`src/rtl/wb_router_pkg.sv`:
```
// Shared definitions for wb_cache_router: FSM state encoding and the
// default cachable-region constants.
package wb_router_pkg;

    // Bus-ownership state of the router
    typedef enum logic [1:0] {
        StIdle  = 2'b00,
        StCbus  = 2'b01,
        StUbus  = 2'b10,
        StAbort = 2'b11
    } router_state_e;

    // Top nibble of the default cachable base and mask; lower bits are zero
    localparam logic [3:0] MEM_ADDR_TOP = 4'b0100;
    localparam logic [3:0] MEM_MASK_TOP = 4'b1111;

endpackage

```
`src/rtl/wb_cache_router_iscachable.sv`:
```
// Combinational cachable-region classifier, same rule as the dcache.
// A zero base address disables caching entirely.
module wb_cache_router_iscachable
    import wb_router_pkg::*;
#(
    parameter int unsigned   AW       = 28,
    parameter logic [AW-1:0] MEM_ADDR = {MEM_ADDR_TOP, {(AW-4){1'b0}}},
    parameter logic [AW-1:0] MEM_MASK = {MEM_MASK_TOP, {(AW-4){1'b0}}}
) (
    input  logic [AW-1:0] addr,
    output logic          cachable
);

    assign cachable = (MEM_ADDR != '0) && ((addr & MEM_MASK) == MEM_ADDR);

endmodule

```
`src/rtl/wb_cache_router.sv`:
```
// wb_cache_router: steers pipelined Wishbone requests from the CPU memory unit
// to the cachable memory port (C) or the uncached peripheral port (U), keeping
// returns in order by draining one port before switching to the other.
// Optional macro WBROUTER_TIMEOUT_EN: abort a burst whose slave stops responding.
module wb_cache_router
    import wb_router_pkg::*;
#(
    parameter int unsigned   AW        = 28,
    parameter int unsigned   DW        = 32,
    parameter logic [AW-1:0] MEM_ADDR  = {MEM_ADDR_TOP, {(AW-4){1'b0}}},
    parameter logic [AW-1:0] MEM_MASK  = {MEM_MASK_TOP, {(AW-4){1'b0}}},
    parameter int unsigned   LGPEND    = 4,
    parameter int unsigned   LGTIMEOUT = 10
) (
    input  logic            i_clk,
    input  logic            i_reset,
    input  logic            i_wb_cyc,
    input  logic            i_wb_stb,
    input  logic            i_wb_we,
    input  logic [AW-1:0]   i_wb_addr,
    input  logic [DW-1:0]   i_wb_data,
    input  logic [DW/8-1:0] i_wb_sel,
    output logic            o_wb_stall,
    output logic            o_wb_ack,
    output logic            o_wb_err,
    output logic [DW-1:0]   o_wb_data,
    output logic            o_c_cyc,
    output logic            o_c_stb,
    output logic            o_u_cyc,
    output logic            o_u_stb,
    output logic            o_we,
    output logic [AW-1:0]   o_addr,
    output logic [DW-1:0]   o_data,
    output logic [DW/8-1:0] o_sel,
    input  logic            i_c_stall,
    input  logic            i_c_ack,
    input  logic            i_c_err,
    input  logic [DW-1:0]   i_c_data,
    input  logic            i_u_stall,
    input  logic            i_u_ack,
    input  logic            i_u_err,
    input  logic [DW-1:0]   i_u_data
);

    router_state_e     state_q, state_d;
    logic [LGPEND-1:0] pending_q, pending_d;

    logic              c_stb_q, u_stb_q, we_q;
    logic [AW-1:0]     addr_q;
    logic [DW-1:0]     wdata_q, rdata_q;
    logic [DW/8-1:0]   sel_q;
    logic              ack_q, err_q;

    logic              cachable;
    logic              active_c, active_u;
    logic              stall, accept, drop;
    logic              port_ack, ack_ok, port_err, timeout;
    logic [DW-1:0]     port_data;

    wb_cache_router_iscachable #(
        .AW       (AW),
        .MEM_ADDR (MEM_ADDR),
        .MEM_MASK (MEM_MASK)
    ) u_iscachable (
        .addr     (i_wb_addr),
        .cachable (cachable)
    );

    assign active_c = (state_q == StCbus);
    assign active_u = (state_q == StUbus);
    assign drop     = !i_wb_cyc;

    // A new request must wait while the other port still owes us returns
    assign stall = (c_stb_q && i_c_stall) || (u_stb_q && i_u_stall)
                || (pending_q == '1)
                || ((pending_q != '0) && ((active_c && !cachable) || (active_u && cachable)))
                || (state_q == StAbort);

    assign accept    = i_wb_cyc && i_wb_stb && !stall;
    assign port_ack  = (active_c && i_c_ack) || (active_u && i_u_ack);
    assign port_data = active_u ? i_u_data : i_c_data;
    // Stray acks with nothing outstanding are dropped
    assign ack_ok    = port_ack && (pending_q != '0);
    assign port_err  = (active_c && i_c_err) || (active_u && i_u_err) || timeout;

`ifdef WBROUTER_TIMEOUT_EN
    logic [LGTIMEOUT-1:0] tmo_q;
    logic                 busy;

    assign busy    = (active_c || active_u) && (pending_q != '0);
    assign timeout = busy && (&tmo_q);

    // Count cycles without progress while requests are outstanding
    always_ff @(posedge i_clk or posedge i_reset) begin
        if (i_reset) begin
            tmo_q <= '0;
        end else if (!busy || accept || ack_ok) begin
            tmo_q <= '0;
        end else if (!(&tmo_q)) begin
            tmo_q <= tmo_q + {{(LGTIMEOUT-1){1'b0}}, 1'b1};
        end
    end
`else
    logic [31:0] unused_lgtimeout;

    assign unused_lgtimeout = LGTIMEOUT;
    assign timeout          = 1'b0;
`endif

    // FSM state register
    always_ff @(posedge i_clk or posedge i_reset) begin
        if (i_reset) begin
            state_q <= StIdle;
        end else begin
            state_q <= state_d;
        end
    end

    // FSM next state: CPU release beats error beats a new request
    always_comb begin
        state_d = state_q;
        unique case (state_q)
            StIdle: begin
                if (accept) state_d = cachable ? StCbus : StUbus;
            end
            StCbus, StUbus: begin
                if (drop) begin
                    state_d = StIdle;
                end else if (port_err) begin
                    state_d = StAbort;
                end else if (accept) begin
                    state_d = cachable ? StCbus : StUbus;
                end
            end
            StAbort: begin
                if (drop) state_d = StIdle;
            end
            default: state_d = StIdle;
        endcase
    end

    // FSM outputs
    always_comb begin
        o_c_cyc    = active_c;
        o_u_cyc    = active_u;
        o_wb_stall = stall;
        o_wb_ack   = ack_q && i_wb_cyc;
        o_wb_err   = err_q && i_wb_cyc;
        o_wb_data  = rdata_q;
        o_c_stb    = c_stb_q;
        o_u_stb    = u_stb_q;
        o_we       = we_q;
        o_addr     = addr_q;
        o_data     = wdata_q;
        o_sel      = sel_q;
    end

    // Outstanding-request count: saturates by stalling, never wraps
    always_comb begin
        pending_d = pending_q;
        if (drop || port_err) begin
            pending_d = '0;
        end else if (accept && !ack_ok) begin
            pending_d = pending_q + {{(LGPEND-1){1'b0}}, 1'b1};
        end else if (!accept && ack_ok) begin
            pending_d = pending_q - {{(LGPEND-1){1'b0}}, 1'b1};
        end
    end

    // Pending count, downstream request and CPU return registers
    always_ff @(posedge i_clk or posedge i_reset) begin
        if (i_reset) begin
            pending_q <= '0;
            c_stb_q   <= 1'b0;
            u_stb_q   <= 1'b0;
            we_q      <= 1'b0;
            addr_q    <= '0;
            wdata_q   <= '0;
            sel_q     <= '0;
            ack_q     <= 1'b0;
            err_q     <= 1'b0;
            rdata_q   <= '0;
        end else begin
            pending_q <= pending_d;
            ack_q     <= ack_ok && i_wb_cyc && !port_err;
            err_q     <= port_err && i_wb_cyc;
            if (ack_ok) rdata_q <= port_data;

            if (drop || port_err) begin
                c_stb_q <= 1'b0;
                u_stb_q <= 1'b0;
            end else if (accept) begin
                c_stb_q <= cachable;
                u_stb_q <= !cachable;
                we_q    <= i_wb_we;
                addr_q  <= i_wb_addr;
                wdata_q <= i_wb_data;
                sel_q   <= i_wb_sel;
            end else begin
                if (!i_c_stall) c_stb_q <= 1'b0;
                if (!i_u_stall) u_stb_q <= 1'b0;
            end
        end
    end

endmodule

```
`config.mk`:
```
export PLATFORM = sky130hd
export DESIGN_NAME = wb_cache_router
export DESIGN_NICKNAME = d
export VERILOG_FILES = /design/src/rtl/wb_router_pkg.sv /design/src/rtl/wb_cache_router_iscachable.sv /design/src/rtl/wb_cache_router.sv
export SDC_FILE = /design/constraint.sdc
export NUM_CORES = 1
export LEC_CHECK = 0
export CAP_MARGIN = 25
export CORE_MARGIN = 8
export CORE_UTILIZATION = 40
export CTS_CLUSTER_DIAMETER = 30
export DETAILED_ROUTE_END_ITERATION = 10
export HOLD_SLACK_MARGIN = 0.12
export MAX_ROUTING_LAYER = met4
export PLACE_DENSITY = 0.94
export SKIP_LAST_GASP = 1
export SYNTH_ARGS = -nofsm -noshare
export SYNTH_HDL_FRONTEND = slang
export SYNTH_HIERARCHICAL = 1
export SYNTH_SLANG_ARGS = --single-unit
```
`constraint.sdc`:
```
create_clock -name i_clk -period 5.1 [get_ports i_clk]
set_clock_uncertainty 0.2 [all_clocks]
set_input_delay 1.02 -clock i_clk [delete_from_list [all_inputs] [get_ports i_clk]]
set_output_delay 1.02 -clock i_clk [all_outputs]
set_load 0.01 [all_outputs]
```
==> results of run 1 <==
[cell type report]
class / instances / area share, %
clock inverters: 6 / 0.521
flip-flops and latches: 107 / 36.0
inverters: 9 / 0.488
well taps: 143 / 2.40
multi-input cells: 224 / 24.0
clock buffers: 10 / 3.21
repair buffers: 248 / 33.4
[cells in the mapped netlist (all sizes together) (2+ instances only)]
library cell  count
mux2             65
dfrtp           107
nor3              2
o21ai            35
clkbuf            9
and2              5
mux2i            33
nand2            39
a21oi            10
nand3             4
buf               9
or4               2
o22a              2
nor2              5
inv               9
ha                6
[per-layer routing]
layer  up-vias  global-route usage, %  share of wire [%]
met5         -                      -                  0
met3        21                   6.39                 11
li1       1741                      -                  -
met1      1753                   21.0                 39
met2       187                   30.0                 48
met4         0                   6.70                2.1
[power breakdown]
part / internal [mW] / switching [mW] / total (mW)
combinational: 1.16 / 0.838 / 2.00
sequential: 1.25 / 0.226 / 1.48
clock: 0.344 / 0.314 / 0.658
total: 2.76 / 1.38 / 4.14
[critical path, cell delays in order]
cell and delay [ps]:
clkdlybuf4s50_1 510, nor4b_2 540, mux2i_1 160, o2111a_2 310, inv_2 90, clkdlybuf4s50_1 560
[cells by family (layout without fill, tap and decap cells)]
logic type / Yosys count / count (layout) / share of synthesized area [%]
AOI/OAI and AO/OA: 54 / 54 / 6.58
muxes: 98 / 98 / 23.2
adders and majority gates: 7 / 7 / 2.07
xor gates and xnor gates: 1 / 1 / 0.191
buffers and inverters: 27 / 273 / 2.86
and+or+nand+nor: 64 / 64 / 6.74
DFF: 107 / 107 / 58.4
[state kept, by name, indices dropped and copies added, names as in the netlist]
name and count:
o_data 32, o_wb_data 32, o_addr 28, o_sel 4, pending_q 4, state_q 2
ack_q 1, err_q 1, o_c_stb 1, o_u_stb 1, o_we 1
[final timing paths]
kind / slack [ps] / cells past startpoint / endpoint / from
hold / removal: 280 / 2 / o_wb_data[20] / o_wb_data[20]
setup / recovery: 690 / 6 / o_wb_stall / i_wb_addr[26]
hold reg to reg: 280 / 2 / o_wb_data[20] / o_wb_data[20]
min in group asynchronous: 720 / 2 / o_data[4] / i_reset
max in group asynchronous: 3040 / 4 / o_wb_data[4] / i_reset
setup reg to reg: 1910 / 12 / pending_q[3] / state_q[0]
[layout by cell type (no fill, tap or decap), types with 2 or more instances in the layout]
cell / Yosys / layout
o21ai_0: 35 / 35
clkdlybuf4s50_1: 0 / 242
mux2_2: 50 / 50
ha_1: 6 / 5
a21oi_1: 10 / 10
nor3_1: 2 / 2
and2_1: 4 / 4
nand3_1: 4 / 4
nor2_1: 5 / 5
mux2_1: 15 / 15
clkinvlp_4: 0 / 2
clkinv_2: 0 / 3
dfrtp_1: 107 / 107
clkbuf_16: 0 / 9
buf_4: 5 / 5
nand2_1: 39 / 38
inv_1: 8 / 7
mux2i_1: 33 / 33
o22a_1: 2 / 2
==> flow_metrics.tcl, run 1 <==
set metrics [dict create \
    clock_tree.root_cell "clkbuf_16" \
    post-route-period-util_pct 86.4 \
    start_kind "input port" \
    vias 3702 \
    nNetsFinal 745 \
    yosys_register_bits 107 \
    postPlaceCellArea_um2 7140 \
    synth_ff_type "dfrtp_1" \
    final_core_util_pct 65.7 \
    rsz0062_at_grt "no" \
    cp_max_fo 5 \
    syn_nets 504 \
    dpl_worst_slack_ps 673 \
    p_leak_nw 3.12 \
    die_w_um 123 \
    final_area_um2 7440 \
    cts-htree-levels 3 \
    antenna_found_initial 0 \
    grt_pass1_vias 4112 \
    setup_viol 0 \
    dr.pass1.iters 5 \
    fin_crit_ps 4410 \
    fmax_mhz 227 \
    area_growth_pct 62.3 \
    grt_max_degree 84 \
    syn_inst 358 \
    boundaryPins 243 \
    synth-edff-count 0 \
    dieArea_um2 15100 \
    whs_ps 280 \
    seq_area_um2 2680 \
    dieHeight_um 123 \
    antenna_left 0 \
    numPortBuffers 242 \
    cts_tree "yes" \
    setup_tns_ps 0 \
    drc 0 \
    path_class "in -> out" \
    synth-async-reset-ratio_pct 100 \
    rows 39 \
    holdCritPathClass "reg -> reg" \
    gp_congestion 0.864 \
    fill_cells 856 \
    powerDensity_nw_per_um2 556 \
    cts_resized 0 \
    avgSynthCellArea_um2 12.8 \
    yosysSeqAreaShare_pct 58.4 \
    clkSinkCount 107 \
    track_usage_pct 18.5 \
    drtIter0Drc 241 \
    cts_setup_buffers 0 \
    hpwl_um 10900 \
    yosys.area.top_type "dfrtp_1" \
    cts_hold_buf 0 \
    clkTransAtPathRegs_ps 70 \
    coreArea_um2 11300 \
    end_kind "output pin" \
    tightest_slew_ps 618 \
    drv_slew 0 \
    syn_area_um2 4590 \
    drv_cap 0 \
    wl_per_cell_um 18.6 \
    relSlewSlack_pct 58.7 \
    clk_latency_ps 340 \
    netlist_top_cells_area "dfrtp_1 (58%), mux2_2 (12%), mux2i_1 (7.2%)" \
    grt_first_pass_wirelength_um 21100 \
    dp.cells 730 \
    routed_wl_um 13900 \
    cts.path.max_buffers 2 \
    worst_slack_ps 694 \
    multi_input_area_um2 1780 \
    viasPerCell 4.96 \
    required_ps 3880 \
    num_antenna_cells 0 \
    drive_gt1_share_pct 13.9 \
    yosysUniqueCellTypes 38 \
    cts_buffers 9 \
    layout.cells.non_filler 747 \
    outcome "finished clean" \
    start_util_pct 40.5 \
    worst_ep_arrival_time_ps 3190 \
    finalHoldViolCount 0 \
    synth_top_cell_area_share_pct 58.4 \
    overflow 0 \
    power_mw 4.14 \
    synth_warnings 6 \
    peakVddDrop_uv 311 \
]
Note: power is estimated with default switching activity, not from simulation.
==> run 2, diff against run 1 <==
--- a/config.mk
+++ b/config.mk
@@ -7,14 +7,16 @@
 export LEC_CHECK = 0
 export CAP_MARGIN = 25
 export CORE_MARGIN = 8
-export CORE_UTILIZATION = 40
+export CORE_UTILIZATION = 41
+export CTS_BUF_LIST = sky130_fd_sc_hd__clkbuf_2
 export CTS_CLUSTER_DIAMETER = 30
 export DETAILED_ROUTE_END_ITERATION = 10
 export HOLD_SLACK_MARGIN = 0.12
 export MAX_ROUTING_LAYER = met4
-export PLACE_DENSITY = 0.94
+export PLACE_DENSITY = 0.95
 export SKIP_LAST_GASP = 1
 export SYNTH_ARGS = -nofsm -noshare
 export SYNTH_HDL_FRONTEND = slang
 export SYNTH_HIERARCHICAL = 1
 export SYNTH_SLANG_ARGS = --single-unit
+export TNS_END_PERCENT = 30
==> run 2 against run 1 <==
Effect of this change: non-clock buffer count is 1 lower; sequential share of layout area up 0.84 points; highest routed layer unchanged; final area down 2.3%; worst hold slack better by 36 ps; die area fell by 2.1%; largest cell class unchanged; power decreased by 6.3%; utilization rose by 1.1 points; worst setup slack worse by 67 ps; first-iteration DRC count up 8.7%.
==> flow_metrics.tcl, run 2 (same netlist as run 1, synthesis figures left out) <==
set metrics [dict create \
    drv_slew 0 \
    overflow 0 \
    clk_latency_ps 550 \
    finalHoldViolCount 0 \
    peakVddDrop_uv 302 \
    vias 3754 \
    power_mw 3.88 \
    wl_per_cell_um 18.7 \
    layout_commonest_cell "clkdlybuf4s50_1" \
    die_w_um 122 \
    viasPerCell 5.05 \
    gp_congestion 0.856 \
    nNetsFinal 744 \
    clockPowerShare_pct 10.2 \
    cts_tree "yes" \
    cts_buffers 9 \
    boundaryPins 243 \
    dieHeight_um 122 \
    powerDensity_nw_per_um2 533 \
    grt_first_pass_wirelength_um 21100 \
    track_usage_pct 18.7 \
    cts.path.max_buffers 2 \
    hpwl_um 11000 \
    coreArea_um2 10900 \
    drtIter0Drc 262 \
    clkTransAtPathRegs_ps 270 \
    routed_wl_um 13900 \
    outcome "finished clean" \
    antenna_left 0 \
    cts-htree-levels 3 \
    cts_resized 0 \
    cp_max_fo 5 \
    final_cell_mix "clkdlybuf4s50_1 (242), dfrtp_1 (107), mux2_2 (50)" \
    area_growth_pct 58.6 \
    drv_cap 0 \
    multi_input_area_um2 1780 \
    cts_hold_buf 0 \
    worst_ep_arrival_time_ps 3250 \
    holdCritPathClass "reg -> reg" \
    tightest_slew_ps 815 \
    drive_gt1_share_pct 13.6 \
    share_seq_of_total_power_pct 37.8 \
    drc 0 \
    seq_area_um2 2680 \
    fmax_mhz 224 \
    clkSinkCount 107 \
    power_switching_mw 1.35 \
    setup_tns_ps 0 \
    end_kind "output pin" \
    grt_pass1_vias 4195 \
    clock_tree.root_cell "clkbuf_2" \
    rows 38 \
    numPortBuffers 242 \
    num_antenna_cells 0 \
    post-route-period-util_pct 87.7 \
    cts_setup_buffers 0 \
    switching_share_pct 34.9 \
    comb_power_share_pct 52.1 \
    intPower_mw 2.53 \
    p_leak_nw 3.05 \
    start_util_pct 42.1 \
    whs_ps 317 \
    dieArea_um2 14800 \
    path_class "in -> out" \
    dr.pass1.iters 4 \
    relSlewSlack_pct 45.7 \
    required_ps 3880 \
    fill_cells 773 \
    start_kind "input port" \
    rsz0062_at_grt "no" \
    grt_max_degree 89 \
    antenna_found_initial 0 \
    setup_viol 0 \
    fin_crit_ps 4470 \
]
## run 2: cell count changes in the layout (fill, tap and decap cells not counted), sizes merged
cell | before | now
bufinv | 0 | 1
buf | 6 | 5
clkinvlp | 2 | 1
inv | 10 | 11
clkbuf | 10 | 9
## run 2: stage by stage
| step | setup slack (ps) | utilization, % | instance area, um^2 | instances |
|---|---|---|---|---|
| finish | 627 | 66.8 | 7270 | 743 |
| global route | 520 | 66.8 | 7270 | 743 |
| CTS | 613 | 66.5 | 7240 | 742 |
| floorplan | 1060 | - | 4590 | 358 |
| detailed placement | 623 | 65.4 | 7120 | 726 |
| global placement | 670 | 65.4 | 7120 | 726 |
## run 2: per-layer routing
layer  wire, um  GRT usage [%]
met4        174           6.55
met2       6880           31.6
met3       1370           6.11
met1       5480           20.3
met5          0              -
## run 2: final timing paths
check	start	endpoint	slack, ps	depth (start not counted)
max in group asynchronous	i_reset	ack_q	3110	4
worst max register to register	state_q[0]	pending_q[3]	1860	12
worst min-delay path	o_wb_data[11]	o_wb_data[11]	320	2
worst min register to register	o_wb_data[11]	o_wb_data[11]	320	2
worst max-delay path	i_wb_addr[25]	o_wb_stall	630	6
min in group asynchronous	i_reset	o_data[25]	610	2
## run 2: critical path, cell delays in order
cell             delay (ps)
clkdlybuf4s50_1         440
nor4b_2                 650
mux2i_1                 160
o2111a_2                310
inv_2                   100
clkdlybuf4s50_1         550
## run 2: power groups by stage
stage | Sequential (mW) | Clock [mW] | Combinational (mW)
after global routing | 1.51 | 0.440 | 2.17
after floorplan | 1.64 | 0 | 0.746
after detailed placement | 1.49 | 0 | 2.03
after global placement | 1.45 | 0 | 1.95
final | 1.46 | 0.395 | 2.02
after CTS | 1.46 | 0.412 | 2.04
## run 2: layout make-up
class / instances / area share, %
clock inverter: 7 / 1.03
inverter: 9 / 0.499
tap: 140 / 2.41
sequential: 107 / 36.8
multi-input combinational: 224 / 24.5
timing repair buffer: 247 / 34.1
clock buffer: 9 / 0.619
